### src/rtl/fcw_glide_bank.sv
// fcw_glide_bank: programmable FCW store feeding the NCO phase accumulator.
// A select either jumps straight to the chosen entry, or glides linearly to it
// (portamento) in 2^s equal steps with a programmable hold time per step. The
// last step always snaps exactly onto the target, so floor-rounded steps never
// leave a residual error.
// MAX_SHIFT is expected to stay at 15 or below, because glide_shift is 4 bits.
module fcw_glide_bank #(
  parameter int                     WIDTH     = 24,
  parameter int                     DEPTH     = 8,
  parameter int                     AW        = $clog2(DEPTH),
  parameter logic [DEPTH*WIDTH-1:0] INIT      = '0,
  parameter int                     MAX_SHIFT = 8
) (
  input  logic             clk,
  input  logic             rst,
  input  logic             wr_en,
  input  logic [AW-1:0]    wr_addr,
  input  logic [WIDTH-1:0] wr_data,
  input  logic             sel_valid,
  input  logic [AW-1:0]    sel_addr,
  input  logic             glide_en,
  input  logic [3:0]       glide_shift,
  input  logic [15:0]      glide_div,
  output logic [WIDTH-1:0] fcw_out,
  output logic [AW-1:0]    cur_addr,
  output logic             busy
);

  // steps_left has to hold 2^MAX_SHIFT, so it needs one bit more than the exponent
  localparam int SLW = MAX_SHIFT + 1;

  typedef enum logic {
    IDLE  = 1'b0,
    GLIDE = 1'b1
  } state_t;

  logic [WIDTH-1:0]      mem [DEPTH];

  state_t                state;
  state_t                state_nxt;
  logic [WIDTH-1:0]      fcw_nxt;
  logic [AW-1:0]         cur_addr_nxt;
  logic                  busy_nxt;

  logic [WIDTH-1:0]      target;
  logic [WIDTH-1:0]      target_nxt;
  logic signed [WIDTH:0] step;
  logic signed [WIDTH:0] step_nxt;
  logic [SLW-1:0]        steps_left;
  logic [SLW-1:0]        steps_left_nxt;
  logic [15:0]           div_cnt;
  logic [15:0]           div_cnt_nxt;
  logic [15:0]           div_reload;
  logic [15:0]           div_reload_nxt;

  logic [3:0]            shift_eff;
  logic [WIDTH-1:0]      sel_target;
  logic signed [WIDTH:0] sel_delta;
  logic signed [WIDTH:0] sel_step;

  // Register-file storage: writes land on the edge, and reset reloads the INIT image
  always_ff @(posedge clk) begin
    if (rst) begin
      for (int i = 0; i < DEPTH; i++) begin
        mem[i] <= INIT[i*WIDTH +: WIDTH];
      end
    end else if (wr_en) begin
      mem[wr_addr] <= wr_data;
    end
  end

  // Select-side arithmetic: clamp the exponent, read the target asynchronously, and
  // derive the floor-rounded per-step increment from the present output value
  always_comb begin
    if ({28'd0, glide_shift} > 32'(MAX_SHIFT)) begin
      shift_eff = 4'(MAX_SHIFT);
    end else begin
      shift_eff = glide_shift;
    end
    sel_target = mem[sel_addr];
    sel_delta  = $signed({1'b0, sel_target}) - $signed({1'b0, fcw_out});
    sel_step   = sel_delta >>> shift_eff;
  end

  // State and output registers; reset wins over any select or glide in progress
  always_ff @(posedge clk) begin
    if (rst) begin
      state      <= IDLE;
      fcw_out    <= INIT[0 +: WIDTH];
      cur_addr   <= '0;
      busy       <= 1'b0;
      target     <= '0;
      step       <= '0;
      steps_left <= '0;
      div_cnt    <= '0;
      div_reload <= '0;
    end else begin
      state      <= state_nxt;
      fcw_out    <= fcw_nxt;
      cur_addr   <= cur_addr_nxt;
      busy       <= busy_nxt;
      target     <= target_nxt;
      step       <= step_nxt;
      steps_left <= steps_left_nxt;
      div_cnt    <= div_cnt_nxt;
      div_reload <= div_reload_nxt;
    end
  end

  // Next-state logic: a select restarts from the present output in any state; while
  // gliding, each step is held for div_reload+1 cycles and the final step snaps
  always_comb begin
    state_nxt      = state;
    fcw_nxt        = fcw_out;
    cur_addr_nxt   = cur_addr;
    target_nxt     = target;
    step_nxt       = step;
    steps_left_nxt = steps_left;
    div_cnt_nxt    = div_cnt;
    div_reload_nxt = div_reload;

    if (sel_valid) begin
      target_nxt   = sel_target;
      cur_addr_nxt = sel_addr;
      if (!glide_en || (shift_eff == 4'd0)) begin
        fcw_nxt   = sel_target;
        state_nxt = IDLE;
      end else begin
        step_nxt       = sel_step;
        steps_left_nxt = SLW'(1) << shift_eff;
        div_cnt_nxt    = glide_div;
        div_reload_nxt = glide_div;
        state_nxt      = GLIDE;
      end
    end else begin
      case (state)
        IDLE: begin
          state_nxt = IDLE;
        end
        GLIDE: begin
          if (div_cnt != 16'd0) begin
            div_cnt_nxt = div_cnt - 16'd1;
          end else begin
            div_cnt_nxt = div_reload;
            if (steps_left == SLW'(1)) begin
              fcw_nxt   = target;
              state_nxt = IDLE;
            end else begin
              fcw_nxt        = WIDTH'({1'b0, fcw_out} + step);
              steps_left_nxt = steps_left - SLW'(1);
            end
          end
        end
      endcase
    end

    busy_nxt = (state_nxt == GLIDE);
  end

endmodule

### config.mk
export PLATFORM = sky130hd
export DESIGN_NAME = fcw_glide_bank
export DESIGN_NICKNAME = d
export VERILOG_FILES = /design/src/rtl/fcw_glide_bank.sv
export SDC_FILE = /design/constraint.sdc
export NUM_CORES = 1
export LEC_CHECK = 0
export CAP_MARGIN = 20
export CORE_ASPECT_RATIO = 0.8
export CORE_MARGIN = 2
export CORE_UTILIZATION = 50
export CTS_CLUSTER_SIZE = 16
export DETAILED_ROUTE_END_ITERATION = 10
export GPL_TIMING_DRIVEN = 0
export PLACE_DENSITY_LB_ADDON = 0.05
export SLEW_MARGIN = 20
export SYNTH_ARGS = -nofsm -noshare
export SYNTH_HDL_FRONTEND = slang
export SYNTH_SLANG_ARGS = --single-unit
### constraint.sdc
create_clock -name clk -period 6.1 [get_ports clk]
set_input_delay 1.22 -clock clk [delete_from_list [all_inputs] [get_ports clk]]
set_output_delay 1.22 -clock clk [all_outputs]
set_load 0.05 [all_outputs]
After elaboration in Yosys (flattened, before gate mapping)
Memory sizes are Yosys's and may differ from the RTL's.
Cells that the tools add are included.
{ "totals": {"memories": 1, "ramBits": 192, "output_inout_bits": 28, "regBits": 117, "input_bits": 55, "elab_cells": 61} }
{ "classes": {"n_bitwise": 2, "n_lt_le_gt_ge": 1, "n_eq_ne": 5, "n_shift": 2, "add_sub_neg": 4, "reduce_logical": 10, "muxes": 28} }
{ "mem_list": {"columns": ["memory", "depth", "word_bits", "read_ports", "rd_clocked_by_memory_dff", "wr", "line_no", "source"], "rows": [
  ["mem", 8, 24, 1, 0, 8, "37", "logic [WIDTH-1:0] mem [DEPTH];"]
]} }
{ "op_table": {"columns": ["op", "n"], "rows": [
  ["$mux W24", 6],
  ["$mux W16", 4],
  ["$mux W9", 5],
  ["$sshr A25 B4 Y24", 1],
  ["$sub A24 B24 Y25", 1],
  ["$add A24 B24 Y24", 1],
  ["$reduce_or A24 Y1", 1],
  ["$reduce_bool A16 Y1", 1],
  ["$sub A16 B1 Y16 const B", 1],
  ["$mux W1", 10],
  ["$eq A9 B1 Y1 const B", 1],
  ["$shl A1 B4 Y9 const A", 1],
  ["$sub A9 B1 Y9 const B", 1],
  ["$ne A2 B2 Y1 const B", 3],
  ["$gt A4 B4 Y1 const B", 1],
  ["$logic_not A4 Y1", 1],
  ["$mux W4", 1],
  ["$reduce_and A2 Y1", 2],
  ["$reduce_and A4 Y1", 1],
  ["$mux W3", 1],
  ["$reduce_and A3 Y1", 1],
  ["$ne A2 B1 Y1 const B", 1],
  ["$not A1 Y1", 2],
  ["$pmux W1 S2", 1],
  ["3 further kinds", 3]
]} }

Logic depth before layout (Yosys ltp)
{ "depth": {"depth_word": 6, "depth_mapped": 18, "ltp_nobuf": 14} }

Worst setup path before layout
Ideal clock, no wire load.
{ "synth_path": {"path_kind": "input to register", "from": "input port sel_addr[0]", "to": "register step[12]", "arrival_time_ps": 4959, "t_required_ps": 5963, "n_path_buf": 5, "setup_slack_ps": 1004, "setup_time_ps": 137, "stages": 18, "cell_sequence": "clkbuf_1 > buf_2 > buf_2 > mux4_2 > mux2i_1 > inv_1 > ha_1 > buf_2 > nand2_1 > nor4_1 > o211ai_1 > and3_1 > buf_6 > or3b_4 > a31oi_1 > a211oi_2 > a211oi_2 > a2111oi_2"} }
{ "synth_between": {"elab_chain_cells": 3} }
{ "synth_lines": {"columns": ["element", "line_no", "source"], "rows": [
  ["from (decl)", "20", "input logic [AW-1:0] sel_addr,"],
  ["$mem_v2 Z8 W24", null, null],
  ["named net sel_target[12]", "57", "logic [WIDTH-1:0] sel_target;"],
  ["$sub A24 B24 Y25", "81", "sel_delta = $signed({1'b0, sel_target}) - $signed({1'b0, fcw_out});"],
  ["$sshr A25 B4 Y24", "82", "sel_step = sel_delta >>> shift_eff;"],
  ["to (signal assigned)", "103", "step <= step_nxt;"],
  ["to (decl)", "47", "logic signed [WIDTH:0] step;"]
]} }
The timed path passes the listed nets, and every way through them passes these cells.
A chain may end at the register's enable or synchronous reset.

Worst setup path after layout
{ "layout_path": {"from": "input port sel_addr[0]", "to": "register step[19]"} }
Same word-level chain as after synthesis.

==> flow_metrics.tcl <==
set metrics [dict create \
    synth_cell_types 89 \
    fin_nets 1965 \
    fin_ws_ns 0.424 \
    power.density_cell_area_nw_per_um2 303 \
    hold_path.class "flip-flop to flip-flop" \
    timing.reg2reg.worst_path_depth 14 \
    row_count 61 \
    first_pass_iteration_count_of_the_detailed_router 8 \
    critical_path.max_stage_delay_ns 0.55 \
    syn_inst_count 1744 \
    clock-skew-final_ns 0.0211 \
    grt_first_pass_wirelength_um 87900 \
    totalWireLength_um 58300 \
    crit_startpoint "sel_addr[0]" \
    worst_hold_slack_ns 0.455 \
    dpl.hpwl_um 41800 \
    antenna_found_initial 0 \
    timing.critical_path.buf_inv 6 \
    timing.rr.start "mem[0][0]" \
    critPathMostFrequentCell "sky130_fd_sc_hd__clkbuf_4" \
    slowest_stage "sky130_fd_sc_hd__mux4_2" \
    n_fill_cell 3150 \
    cts_tree "done" \
    io-pin-count 83 \
    most_used_flip_flop_cell_after_synthesis "sky130_fd_sc_hd__edfxtp_1" \
    cts-buffers-inserted 34 \
    ctsRootBufferMaster "sky130_fd_sc_hd__clkbuf_16" \
    critical-path-top-delay-family "simple AND/OR/NAND/NOR gates" \
    drc_errors 0 \
    outcome "finished, final reports clean" \
    tightestPinTransition_ns 0.968 \
    placedInstanceArea_um2 19100 \
    worst_ep_required_time_ns 6.48 \
    drive_above_1_share 0.0999 \
    fin_crit_sh 0.930 \
    sequential_cell_area_um2 8110 \
    r2r_path_end "step[9]" \
    worstSetupStartpointType "input pin" \
    dieHeight_um 172 \
    worst-setup-path-type "input pin to flip-flop" \
    vias 14615 \
    fin_area_um2 20100 \
    timing.max_cap.violations 0 \
    fp.dieArea_um2 37000 \
    leakagePower_nw 7.37 \
    ys_ff_latch 309 \
    multi_input_area_um2 8910 \
    number_of_synthesized_flops_with_an_enable_pin 192 \
    finalMaxSlewViolations 0 \
    worstPathCellList "clkbuf_1, clkbuf_4, clkbuf_4, mux4_2, mux2i_1, inv_1, ha_1, buf_4, nand2_1, nor4_1, o211ai_1, and3_1, buf_6, o211a_1, nor3_2, nor2_1, o311ai_1, a211oi_1" \
    antenna_violating_nets_post_route 0 \
    routedWlPerCell_um 24.8 \
    crit_arrival_ns 6.06 \
    vdd.ir_drop.worst_mv 0.187 \
    area_delta_synth_final_pct 13.6 \
    critPathCaptureType "flip-flop" \
    first_global_vias 14084 \
    ys_async_sr_fraction 0 \
    max_freq_mhz 176 \
    buffer_ports.inserted 77 \
    critPathMaxFanout 10 \
    rsz0062_at_grt "false" \
    critPathCapture "step[19]" \
    finalHoldViolCount 0 \
    crit_cells 18 \
    layout.core_utilization 0.578 \
    pin_count_of_the_biggest_net_entering_global_routing 25 \
    die_w_um 214 \
    numClockSinks 309 \
    clk-insertion-delay-late_ns 0.55 \
    final_period_minus_worst_setup_slack_ns 5.68 \
    path_clk_slew_ns 0.06 \
    postSynthAreaPerCell_um2 10.2 \
    synth-seq-area-share 0.457 \
    minimum_setup_slack_after_placement_ns -0.436 \
    max-slew-margin-rel 0.354 \
    synth-warning-count 0 \
    grt_overflow 0 \
    detail_route.vias_per_cell 6.21 \
    r2r_setup_slack_ns 1.41 \
    drt_first_iter_violations 1962 \
    mappedNetlistArea_um2 17700 \
    clk_path_buf_depth 3 \
    final-setup-viol-count 0 \
    tot_gr_track_use 0.318 \
    finalWeightedCongestion 0.955 \
    inserted_diodes 0 \
    floorplan.initialDensity 0.509 \
    final.setup.tns_ns 0 \
    floorplan.core_area_um2 34800 \
    synthesis.nets 1852 \
    ctsHtreeMaxLevel 2 \
    post_cts_hold_fix_bufs 0 \
]
## repair_timing
item / 4_1_cts / 5_1_grt
buffers inserted: 0 / 0
setup endpoints to repair: 0 / 12
gates resized for setup: 0 / 9
## how the worst min path moves through the flow
stage / from / slack, ns / endpoint / depth (start not counted)
floorplan: div_reload[6] / 0.43 / div_reload[6] / 2
finish: div_reload[5] / 0.45 / div_reload[5] / 2
global route: div_reload[15] / 0.48 / div_reload[15] / 2
global placement: div_reload[7] / 0.45 / div_reload[7] / 2
detailed placement: div_reload[5] / 0.45 / div_reload[5] / 2
CTS: div_reload[5] / 0.46 / div_reload[5] / 2
## synth_stat cells (all sizes together), types with 5 or more instances
| library cell | n | area [µm²] |
|---|---|---|
| nand2 | 151 | 567 |
| nor4 | 12 | 90.1 |
| ha | 51 | 638 |
| o31ai | 7 | 57.6 |
| nor3 | 34 | 175 |
| and2 | 199 | 1240 |
| nand4 | 12 | 75.1 |
| mux2 | 10 | 113 |
| mux2i | 31 | 310 |
| or3 | 5 | 31.3 |
| o21a | 10 | 75.1 |
| a311oi | 14 | 123 |
| or2 | 11 | 68.8 |
| a21o | 18 | 135 |
| inv | 61 | 229 |
| clkbuf | 74 | 278 |
| dfxtp | 117 | 2340 |
| edfxtp | 192 | 5770 |
| and3 | 9 | 56.3 |
| xnor2 | 21 | 184 |
| xor2 | 14 | 123 |
| o211ai | 24 | 180 |
| nor2 | 152 | 581 |
| a211oi | 74 | 576 |
| a31oi | 14 | 87.6 |
| mux4 | 57 | 1280 |
| nor2b | 9 | 56.3 |
| a21oi | 119 | 626 |
| buf | 37 | 196 |
| o311ai | 10 | 95.1 |
| o22ai | 8 | 50.1 |
| nand2b | 12 | 77.6 |
| o21ai | 70 | 365 |
| nand3 | 37 | 185 |
| a22oi | 8 | 60.1 |
## layout make-up
| class | instances | area share |
|---|---|---|
| Buffer | 111 | 0.0241 |
| Inverter | 62 | 0.0116 |
| Timing Repair Buffer | 77 | 0.0383 |
| Tap cell | 472 | 0.0293 |
| Multi-Input combinational cell | 1262 | 0.443 |
| Clock buffer | 43 | 0.0460 |
| Sequential cell | 309 | 0.403 |
| Clock inverter | 18 | 0.00541 |
## where the power goes
group	internal, W	leakage, nW	switching [W]	total [W]
Combinational	0.000615	4.05	0.00104	0.00166
Clock	0.00109	0.513	0.000912	0.00200
Sequential	0.00236	2.80	0.0000852	0.00245
## flip-flops by register name (all words and copies together), names as in the netlist
signal / flops
fcw_out: 24
mem: 192
target: 24
state: 1
div_reload: 16
step: 24
div_cnt: 16
steps_left: 9
cur_addr: 3
## kinds of logic after synthesis
group | after synthesis | synth area share
and+or+nand+nor | 660 | 0.190
muxes | 98 | 0.0963
adders and majority gates | 53 | 0.0383
DFF | 309 | 0.457
xor gates and xnor gates | 35 | 0.0173
AOI/OAI and AO/OA | 416 | 0.161
buffers and inverters | 173 | 0.0399
## cell usage in the layout, fill, tap and decap left out, types with 51 or more instances in the layout
cell type                         instances
sky130_fd_sc_hd__and2_1                 199
sky130_fd_sc_hd__edfxtp_1               192
sky130_fd_sc_hd__nand2_1                151
sky130_fd_sc_hd__nor2_1                 150
sky130_fd_sc_hd__dfxtp_1                117
sky130_fd_sc_hd__a21oi_1                115
sky130_fd_sc_hd__clkbuf_1                77
sky130_fd_sc_hd__clkdlybuf4s50_1         77
sky130_fd_sc_hd__a211oi_1                70
sky130_fd_sc_hd__inv_1                   61
sky130_fd_sc_hd__o21ai_0                 61
sky130_fd_sc_hd__mux4_2                  57
sky130_fd_sc_hd__ha_1                    51
## metal layers
metal / part of all wire / up-vias / GRT usage / wire length, µm
li1: - / 6655 / - / -
met1: 0.45 / 7200 / 0.457 / 26000
met2: 0.43 / 663 / 0.486 / 25300
met3: 0.096 / 97 / 0.0712 / 5590
met4: 0.024 / 0 / 0.0848 / 1380
met5: 0 / - / 0.00800 / 0
## per-stage QoR
stage,total power [W],cells
after floorplan,0.00361,1744
after global placement,0.00408,2293
after detailed placement,0.00410,2293
after CTS,0.00607,2354
after global routing,0.00636,2354
final,0.00610,2354
## worst min-delay path, cell delays in order, from the launching register on
cell	delay, ns
sky130_fd_sc_hd__dfxtp_1	0.31
sky130_fd_sc_hd__nand2_1	0.05
sky130_fd_sc_hd__a21oi_1	0.05
Note: power is estimated with default switching activity, not from simulation.
